File: config.mk
export PLATFORM = sky130hd
export DESIGN_NAME = mux_full_subtractor
export DESIGN_NICKNAME = d
export VERILOG_FILES = /design/src/rtl/mux_full_subtractor.sv
export SDC_FILE = /design/constraint.sdc
export NUM_CORES = 1
export LEC_CHECK = 0
export BUFFER_PORTS_ARGS = -buffer_cell sky130_fd_sc_hd__buf_4
export CAP_MARGIN = 30
export CORE_AREA = 2 2 39 41
export CTS_CLUSTER_SIZE = 25
export DETAILED_ROUTE_END_ITERATION = 6
export DIE_AREA = 0 0 41 43
export GPL_ROUTABILITY_DRIVEN = 0
export HOLD_SLACK_MARGIN = 0.02
export PLACE_DENSITY = 0.35
export SYNTH_ARGS = -nofsm -noshare
export SYNTH_HDL_FRONTEND = slang
export SYNTH_SLANG_ARGS = --single-unit
export TNS_END_PERCENT = 100
File: constraint.sdc
create_clock -name clk -period 2.1 [get_ports clk]
set_input_delay 0.21 -clock clk [delete_from_list [all_inputs] [get_ports clk]]
set_output_delay 0.21 -clock clk [all_outputs]
set_load 0.05 [all_outputs]
File: src/rtl/mux_full_subtractor.sv
// Registered ripple-borrow subtractor: {b1,d} = a - b - b0, one cycle latency.
// Every bit cell is two 4:1 multiplexers selected by {a[i], b[i]}.
module mux_full_subtractor #(
    parameter int WIDTH = 1
) (
    input  logic             clk,
    input  logic             rst,
    input  logic [WIDTH-1:0] a,
    input  logic [WIDTH-1:0] b,
    input  logic             b0,
    input  logic             in_valid,
    output logic [WIDTH-1:0] d,
    output logic             b1,
    output logic             out_valid
);

    // din[sel] with sel = {Ai, Bi}; din[0] is the 00 leg.
    function automatic logic mux4(input logic [1:0] sel, input logic [3:0] din);
        return din[sel];
    endfunction

    logic [WIDTH:0]   borrow_p0;
    logic [WIDTH-1:0] diff_p0;
    logic [WIDTH-1:0] d_p1;
    logic             b1_p1;
    logic             vld_p1;

    assign borrow_p0[0] = b0;

    for (genvar i = 0; i < WIDTH; i++) begin : g_cell
        assign diff_p0[i]     = mux4({a[i], b[i]},
                                     {borrow_p0[i], ~borrow_p0[i], ~borrow_p0[i], borrow_p0[i]});
        assign borrow_p0[i+1] = mux4({a[i], b[i]},
                                     {borrow_p0[i], 1'b0, 1'b1, borrow_p0[i]});
    end

    // Stage p0 -> p1: capture on valid, hold otherwise; reset clears result too.
    always_ff @(posedge clk) begin
        if (rst) begin
            d_p1   <= '0;
            b1_p1  <= 1'b0;
            vld_p1 <= 1'b0;
        end else begin
            vld_p1 <= in_valid;
            if (in_valid) begin
                d_p1  <= diff_p0;
                b1_p1 <= borrow_p0[WIDTH];
            end
        end
    end

    assign d         = d_p1;
    assign b1        = b1_p1;
    assign out_valid = vld_p1;

endmodule

==> out/results.ini <==
[outcome]
status=finished, final reports clean

[route]
drtAntennaViolNets=0
drcViolationCount=0
dr.pass1.iters=1
routed_via_density=3.02
vias=130
dr.first_iter.drc_count=0
wirelength_um=316
wl_per_cell_um=7.35

[synth]
ys_warn_count=0
yosys-top-cells-area=dfxtp_1 (40%), ha_1 (17%), a31o_1 (5.8%), xnor2_1 (5.8%), a211oi_1 (5.0%)
netlist_area_um2=150
netlist_instances=15
syn-num-nets=23
syn_avg_cell_area_um2=10.0
yosys.area.top_type=dfxtp_1
synth_cell_types=11
yosysSeqAreaShare=0.400
ys_ff_latch=3
yosysTopAreaCellShare=0.400

[critical_path]
worst-path-buf-inv=1
regToRegStartpoint=b1$_SDFFE_PP0P_
path_class=reg -> out
critPathTopFamily=flip-flops
critPathLaunchType=flip-flop
critPathMaxFanout=2
crit_required_ns=1.89
cp-end-kind=primary output
rrSetupSlack_ns=1.38
cp_slowest_stage_delay_ns=0.32
cp.arrival_ns=0.75
cp_cell_sequence=buf_4
crit_start=b1$_SDFFE_PP0P_
cp_slowest_cell=dfxtp_1

[floorplanning]
die_area_mm2=0.00176
die_h_um=43
ios=9
core_mm2=0.00138
rows=14
die_w_um=41
start_util=0.108

[grt]
grt_pass1_wl_um=489
antenna_found_initial=0
grt_start_max_net_pins=5
grt_use_total=0.0481
grt_pass1_vias=131
grt_overflow=0

[cts]
clockRootBuffer=clkbuf_4
ctsResizeCount=0
cts_hold_buffers=0
cts.sinks=3
tritoncts=done
cts_buffers=3
clockBufferDepth=2
cts_setup_buffers=0
clkTransAtPathRegs_ns=0.04
htreeDepth=1
clk_latency_ns=0.23

[sta]
drv_slew=0
max_slew_margin=0.892
setup_violations=0
finalSetupTns_ns=0
min_period_ns=0.958
hold_viol=0
clock_skew_ns=0
fin_crit_sh=0.456
rsz0062_at_grt=no
max_freq_ghz=1.04
tightest_slew_ns=0.161

[final_layout]
layout.nets=36
nFillCells=157
postLayoutCellArea_um2=256
n_antenna_cell=0
areaGrowthSynthToFinish_pct=70.8
drive_gt1_frac=0.407
multi_input_area_um2=82.6
regArea_um2=60.1

[pwr]
ir_drop_uv=88.5
p_leak_uw=0.000126
finalPower_uw=205
p_per_area_mw_per_mm2=800

[place]
hpwl_um=250
numPortBuffers=8
dpl_cell_area_um2=230

[hold_path]
hold_path.class=in -> reg
holdCritStartpoint=rst

[flow_run]
cap_violations=0

==> where the power goes <==
group,switching (uW),total [uW],internal [uW]
Combinational,23.8,42.3,18.6
Sequential,1.74,63.2,61.5
Clock,28.6,99.7,71.1
Total,54.1,205,151
==> worst paths after layout <==
path	end	cells after the start
setup / recovery	b1	1
hold / removal	d$_SDFFE_PP0P_	2
hold reg to reg	d$_SDFFE_PP0P_	2
setup reg to reg	b1$_SDFFE_PP0P_	2
==> cells in the mapped netlist <==
cell	count
nand2b_1	1
and2b_1	1
inv_1	2
dfxtp_1	3
nor3b_1	1
ha_1	2
a211oi_1	1
a31o_1	1
nor2_1	1
xnor2_1	1
or2b_1	1
==> metal layers <==
| metal | up-vias | wire [um] | GRT usage |
|---|---|---|---|
| li1 | 73 | - | - |
| met1 | 48 | 125 | 0.0543 |
| met2 | 9 | 128 | 0.0500 |
| met3 | 0 | 61 | 0.0157 |
| met4 | 0 | 0 | 0.0800 |
| met5 | - | 0 | 0 |
==> cells in the final DEF, fill, tap and decap left out, types with 2 or more instances in the layout <==
| cell type | n |
|---|---|
| dfxtp_1 | 3 |
| ha_1 | 2 |
| buf_4 | 8 |
| inv_1 | 2 |
| clkbuf_4 | 3 |
==> stage by stage <==
step / cells / setup WS (ns) / hold WS (ns) / utilization
6_report: 43 / 1.14 / 0.149 / 0.185
5_1_grt: 43 / 1.10 / 0.149 / 0.185
4_1_cts: 43 / 1.12 / 0.138 / 0.185
3_5_place_dp: 39 / 1.06 / 0.388 / 0.166
3_3_place_gp: 39 / 1.06 / 0.386 / 0.166
2_1_floorplan: 15 / 1.11 / 0.283 / -
==> registers in the layout (all words and copies together), names as in the netlist <==
register,count
out_valid,1
d,1
b1,1
==> logic make-up after synthesis <==
kind of cell | Yosys count | synth area share
AO/OA/AOI/OAI | 2 | 0.108
XOR/XNOR | 1 | 0.0583
adder cells (fa/ha/maj) | 2 | 0.167
buffers and inverters | 2 | 0.0500
flip-flops | 3 | 0.400
AND/OR/NAND/NOR | 5 | 0.217
==> area by class of cell <==
class | count | share of cell area
timing repair buffer | 8 | 0.234
multi-input combinational | 10 | 0.322
clock buffer | 4 | 0.102
inverter | 2 | 0.0293
tap | 16 | 0.0780
sequential | 3 | 0.234
Note: power is estimated with default switching activity, not from simulation.
